## src/rtl/instr_fetch.sv

```systemverilog
// Instruction fetch unit: one bus word read per accepted fetch request.
// Handles waitrequest stalls, optional byte reordering, misaligned-PC and stall-timeout faults.
module instr_fetch #(
   parameter int BYTE_SWAP = 0,
   parameter int TIMEOUT   = 255
) (
   input  logic        clk,
   input  logic        reset_i,
   input  logic        fetch_i,
   input  logic [31:0] pc_i,
   output logic [31:0] mem_address_o,
   output logic        mem_read_o,
   output logic [3:0]  mem_byteenable_o,
   input  logic        mem_waitrequest_i,
   input  logic [31:0] mem_readdata_i,
   output logic [31:0] instr_o,
   output logic        instr_valid_o,
   output logic        busy_o,
   output logic        fault_o
);

   typedef enum logic [1:0] {S_IDLE, S_REQ, S_RESP} state_t;

   state_t      r_state;
   logic [31:0] r_addr;
   logic        r_read;
   logic [31:0] r_instr;
   logic        r_valid;
   logic        r_fault;
   logic [15:0] r_wait_cnt;
   logic [31:0] w_rdata;

   generate
      if (BYTE_SWAP != 0) begin : g_swap
         assign w_rdata = {mem_readdata_i[7:0], mem_readdata_i[15:8],
                           mem_readdata_i[23:16], mem_readdata_i[31:24]};
      end else begin : g_noswap
         assign w_rdata = mem_readdata_i;
      end
   endgenerate

   always_ff @(posedge clk) begin
      if (reset_i) begin
         r_state    <= S_IDLE;
         r_addr     <= '0;
         r_read     <= 1'b0;
         r_instr    <= '0;
         r_valid    <= 1'b0;
         r_fault    <= 1'b0;
         r_wait_cnt <= '0;
      end else begin
         r_valid <= 1'b0;
         case (r_state)
            S_IDLE: begin
               if (fetch_i && !r_fault) begin
                  if (pc_i[1:0] == 2'b00) begin
                     r_addr     <= pc_i;
                     r_wait_cnt <= '0;
                     r_read     <= 1'b1;
                     r_state    <= S_REQ;
                  end else begin
                     r_fault <= 1'b1;
                  end
               end
            end
            S_REQ: begin
               if (!mem_waitrequest_i) begin
                  r_read  <= 1'b0;
                  r_state <= S_RESP;
               end else if (r_wait_cnt == 16'(TIMEOUT)) begin
                  // TIMEOUT stall cycles already tolerated; abandon the read
                  r_fault <= 1'b1;
                  r_read  <= 1'b0;
                  r_state <= S_IDLE;
               end else begin
                  r_wait_cnt <= r_wait_cnt + 16'd1;
               end
            end
            S_RESP: begin
               r_instr <= w_rdata;
               r_valid <= 1'b1;
               r_state <= S_IDLE;
            end
            default: r_state <= S_IDLE;
         endcase
      end
   end

   assign mem_address_o    = r_addr;
   assign mem_read_o       = r_read;
   assign mem_byteenable_o = {4{r_read}};
   assign instr_o          = r_instr;
   assign instr_valid_o    = r_valid;
   assign busy_o           = (r_state != S_IDLE);
   assign fault_o          = r_fault;

endmodule

```

## config.mk

```make
export PLATFORM = sky130hd
export DESIGN_NAME = instr_fetch
export DESIGN_NICKNAME = d
export VERILOG_FILES = /design/src/rtl/instr_fetch.sv
export SDC_FILE = /design/constraint.sdc
export NUM_CORES = 1
export LEC_CHECK = 0
export CAP_MARGIN = 0
export CELL_PAD_IN_SITES_DETAIL_PLACEMENT = 2
export CELL_PAD_IN_SITES_GLOBAL_PLACEMENT = 2
export CORE_UTILIZATION = 23
export DETAILED_ROUTE_END_ITERATION = 8
export PLACE_DENSITY = 0.78
export SYNTH_ARGS = -nofsm -noshare
export SYNTH_HDL_FRONTEND = slang
export SYNTH_SLANG_ARGS = --single-unit
```

## constraint.sdc

```tcl
create_clock -name clk -period 2.7 [get_ports clk]
set_input_delay 0.54 -clock clk [delete_from_list [all_inputs] [get_ports clk]]
set_output_delay 0.54 -clock clk [all_outputs]
set_load 0.05 [all_outputs]
```

# Yosys cells after proc, flatten, opt, wreduce, memory -nomap -nowiden

Index checks and enable logic that the tools add are counted.

Bits of input ports: 68
Bits in registers: 85
Logic and storage cells: 50
Output and inout bits: 72

Reduce and logical (&&, ||, !) cells: 11
Add/subtract/negate cells: 1
Equality and inequality tests: 10
Muxes and demuxes: 21

Operators with widths:

| operator                                                                | count |
|---|---|
| 16-bit 2-to-1 mux                                                       | 4 |
| 16-bit case mux with 2 select lines                                     | 1 |
| 16-bit by 1-bit adder with 16-bit output (second input constant)        | 1 |
| 16-bit by 8-bit equality test with 1-bit output (second input constant) | 1 |
| 2-bit != test (second input constant)                                   | 6 |
| 5-bit AND reduction                                                     | 2 |
| 1-bit 2-to-1 mux                                                        | 9 |
| 2-bit 2-to-1 mux                                                        | 4 |
| 3-bit AND reduction                                                     | 2 |
| 2-bit zero test                                                         | 2 |
| 1-bit case mux with 2 select lines                                      | 2 |
| 2-bit case mux with 2 select lines                                      | 1 |
| 4-bit AND reduction                                                     | 1 |
| 2-bit nonzero test                                                      | 2 |
| 3-bit != test (second input constant)                                   | 1 |
| 2-bit by 1-bit equality test with 1-bit output (second input constant)  | 1 |
| 2-bit equality test (second input constant)                             | 1 |
| 1-bit logical AND                                                       | 1 |
| 1-bit zero test                                                         | 1 |

# Logic depth before layout (Yosys ltp)

Depth after elaboration: 4
Gate-level depth with buffers: 7
Depth with buffers taken out: 5

# Worst setup path after synthesis

Ideal clock, no wire load.

Kind: reg-to-reg
From: reg r_wait_cnt[0]
To: reg r_wait_cnt[10]
Slack: 0.722 ns
Cell stages (with the launch flop): 8
Arrival time: 1.856 ns
Clock period less this slack: 1.978 ns
Buffers on the path: 2
Required time: 2.578 ns
Setup time: 0.122 ns
Cells stage by stage: dfxtp_1 > ha_1 > nand4_2 > or4_4 > buf_6 > buf_8 > a32oi_4 > o21ai_2

Cells in the longest elaborated chain, start to end: 4
Elaborated cells on any way between the ends: 7
Classes of those cells: add/sub: 1; eq/ne: 2; mux: 3; reduce/logical: 1

Ends and longest elaborated chain:

| element                                  | line | text |
|---|---|---|
| start: declaration                       | 30   | `logic [15:0] r_wait_cnt;` |
| start signal: assignment                 | 76   | `r_wait_cnt <= r_wait_cnt + 16'd1;` |
| 16-bit by 1-bit adder with 16-bit output | 76   |  |
| 16-bit 2-to-1 mux                        | 70   | `end else if (r_wait_cnt == 16'(TIMEOUT)) begin` |
| 16-bit 2-to-1 mux                        | 67   | `if (!mem_waitrequest_i) begin` |
| 16-bit case mux with 2 select lines      | 53   | `case (r_state)` |

Parallel ways exist; a longest one is shown, timed or not. The select of a mux whose other input is x is not followed.
A chain may end at the register's enable or synchronous reset.

# Worst setup path in the final report

From: reg r_state[0]
To: out busy_o

Cells in the longest elaborated chain, start to end: 1

Ends and longest elaborated chain:

| element                  | line | text |
|---|---|---|
| start: declaration       | 24   | `state_t r_state;` |
| start signal: assignment | 44   | `r_state <= S_IDLE;` |
| start signal: assignment | 60   | `r_state <= S_REQ;` |
| start signal: assignment | 69   | `r_state <= S_RESP;` |
| 2-bit nonzero test       | 94   | `assign busy_o = (r_state != S_IDLE);` |
| end: declaration         | 18   | `output logic busy_o,` |

No other way between the ends.

==> metrics.yaml <==
seq_area_frac_synth: 0.508
period_share: 0.857
grtUsageTotal: 0.167
clkSinkCount: 85
core_sq_um: 14000
overflow: 0
clock_skew_ps: 5.93
drt-initial-drc-count: 111
final_cells: 728
dr.pass1.iters: 4
grt_pass1_wl_mm: 18.9
tightest_slew_ps: 856
start_util: 0.238
grt_start_max_net_pins: 34
finalPower_mw: 2.95
synth-async-reset-ratio: 0
cp.arrival_ps: 1770
r2r-start: "r_wait_cnt[1]$_SDFFE_PP0P_"
setup_viol: 0
htree_levels: 3
num_vias: 3494
clk_pin_slew_ps: 60
n_antenna_cell: 0
grt_pass1_vias: 3740
finalHoldViolations: 0
drt-vias-per-instance: 4.80
hp-class: "register to register"
power_density_nw_per_um2: 566
cts_buffers: 9
cts_root_buf: "clkbuf_16"
min_period_ps: 2310
min_from: "mem_address_o[26]$_SDFFE_PP0P_"
hpwl_mm: 8.79
ant_nets: 0
layout-drive-gt1-share: 0.0639
rsz0062_at_grt: "no"
wl_mm: 12.2
nets: 613
drc: 0
ir_drop_v: 0.000292
max_freq_ghz: 0.432
ys_ff_latch: 85
outcome: "finished, final reports clean"
maxSlewViolCount: 0
synth.cell_area_sq_um: 3350
clk_latency_ps: 340
slew_headroom: 0.427
startpoint_type: "register"
die-area_sq_um: 15000
setup_tns_ps: 0
synthFlopType: "dfxtp_1"
syn_to_final_growth_pct: 55.5
ctsHoldBuffers: 0
io_pins: 140
cap_violations: 0
total_leakage_power_nw: 1.72
postLayoutCoreUtil: 0.371
cp-end-kind: "output pin"
syn_area_per_cell_sq_um: 8.09
cp.required_ps: 2160
die_w_um: 123
numPortBuffers: 139
ys_warn_count: 0
place_congestion: 0.745
antenna_found_initial: 0
dp.cells: 713
crit_path_start: "r_state[0]$_SDFFE_PP0P_"
detail_route.wl_per_cell_um: 16.8
die_h_um: 123
post_cts_buffers: 0
cts_buffer_depth: 2
synthCells: 414
ctsResizeCount: 0
syn_nets: 483
path_max_fanout: 6
yosysUniqueCellTypes: 40
r2r_slack_ps: 530
num_rows: 43
synth-edff-count: 0
tritoncts: "built"
crit_type: "register to output pin"
sequential cells by signal (all words and copies together) (netlist names):
| signal | count |
|---|---|
| r_state | 2 |
| instr_o | 32 |
| r_wait_cnt | 16 |
| mem_address_o | 32 |
| mem_read_o | 1 |
| fault_o | 1 |
| instr_valid_o | 1 |
synth_stat cells (2+ instances only):
| library cell | number | area (sq um) |
|---|---|---|
| o21ai_1 | 2 | 10.0 |
| or4_4 | 3 | 33.8 |
| a31oi_1 | 13 | 81.3 |
| clkbuf_1 | 20 | 75.1 |
| nand2b_1 | 6 | 37.5 |
| and2_1 | 4 | 25.0 |
| buf_1 | 4 | 15.0 |
| o211ai_1 | 6 | 45.0 |
| or3_1 | 3 | 18.8 |
| nor2b_1 | 4 | 25.0 |
| nand2_1 | 134 | 503 |
| buf_4 | 4 | 30.0 |
| or2_2 | 2 | 12.5 |
| nor3_1 | 5 | 25.0 |
| nand3_1 | 11 | 55.1 |
| nor4_1 | 5 | 31.3 |
| a21oi_1 | 64 | 320 |
| nand4_1 | 6 | 37.5 |
| dfxtp_1 | 85 | 1700 |
| nor2_1 | 8 | 30.0 |
| mux2i_1 | 2 | 20.0 |
| inv_1 | 5 | 18.8 |
power by group:
group	total [mW]	switching, mW	internal [mW]	leakage (nW)
Sequential	1.29	0.0136	1.27	0.687
Clock	1.34	0.511	0.830	0.152
Combinational	0.318	0.172	0.146	0.883
Total	2.95	0.697	2.25	1.72
metrics by stage:
stage          hold WS [ps]  worst slack (ps)  area, sq um
2_1_floorplan           439               722         3350
3_3_place_gp            442               497         4890
3_5_place_dp            451               399         4890
4_1_cts                 462               361         5210
5_1_grt                 485               352         5210
6_report                456               386         5210
logic make-up (layout without fill, tap and decap cells):
family / after synthesis / count (layout) / synth area share
and+or+nand+nor: 196 / 196 / 0.266
adders and majority gates: 1 / 1 / 0.00374
DFF: 85 / 85 / 0.508
muxes: 2 / 2 / 0.00598
buffers and inverters: 35 / 169 / 0.0493
AOI/OAI and AO/OA: 95 / 95 / 0.167
layout make-up:
type                            count  area [sq um]
Inverter                            5          18.8
Multi-Input combinational cell    294          1480
Clock buffer                       11           243
Tap cell                          180           225
Timing Repair Buffer              149          1460
Sequential cell                    85          1700
Clock inverter                      4          72.6
Fill cell                        1590          8840
path summary, 6_finish.rpt:
path	to	cells past startpoint
max	busy_o	2
min	mem_address_o[26]$_SDFFE_PP0P_	2
max reg2reg	r_wait_cnt[6]$_SDFFE_PP0P_	5
min reg2reg	mem_address_o[26]$_SDFFE_PP0P_	2
routing by layer:
layer / vias up / track usage / share of wire
li1: 1669 / - / -
met5: - / 0 / 0
met4: 0 / 0.0838 / 0.025
met2: 86 / 0.285 / 0.51
met1: 1719 / 0.184 / 0.41
met3: 20 / 0.0558 / 0.064
cells in the final DEF, fill, tap and decap left out, types with 2 or more instances in the layout:
cell / n
a21oi_1: 64
nand4_1: 6
or2_2: 2
a31oi_1: 13
and2_1: 4
or3_1: 3
nor2b_1: 3
bufinv_16: 2
nor3_1: 5
clkdlybuf4s50_1: 138
inv_1: 5
o21ai_1: 2
nand2_1: 134
nand3_1: 11
nor2_1: 8
or4_4: 3
o211ai_1: 6
dfxtp_1: 85
nor4_1: 5
mux2i_1: 2
buf_4: 10
nand2b_1: 6
clkbuf_16: 9
worst max-delay path, cell delays in order (launching register included):
cell and delay [ps]:
dfxtp_1 450, or2_2 180, clkdlybuf4s50_1 800
Note: power is estimated with default switching activity, not from simulation.
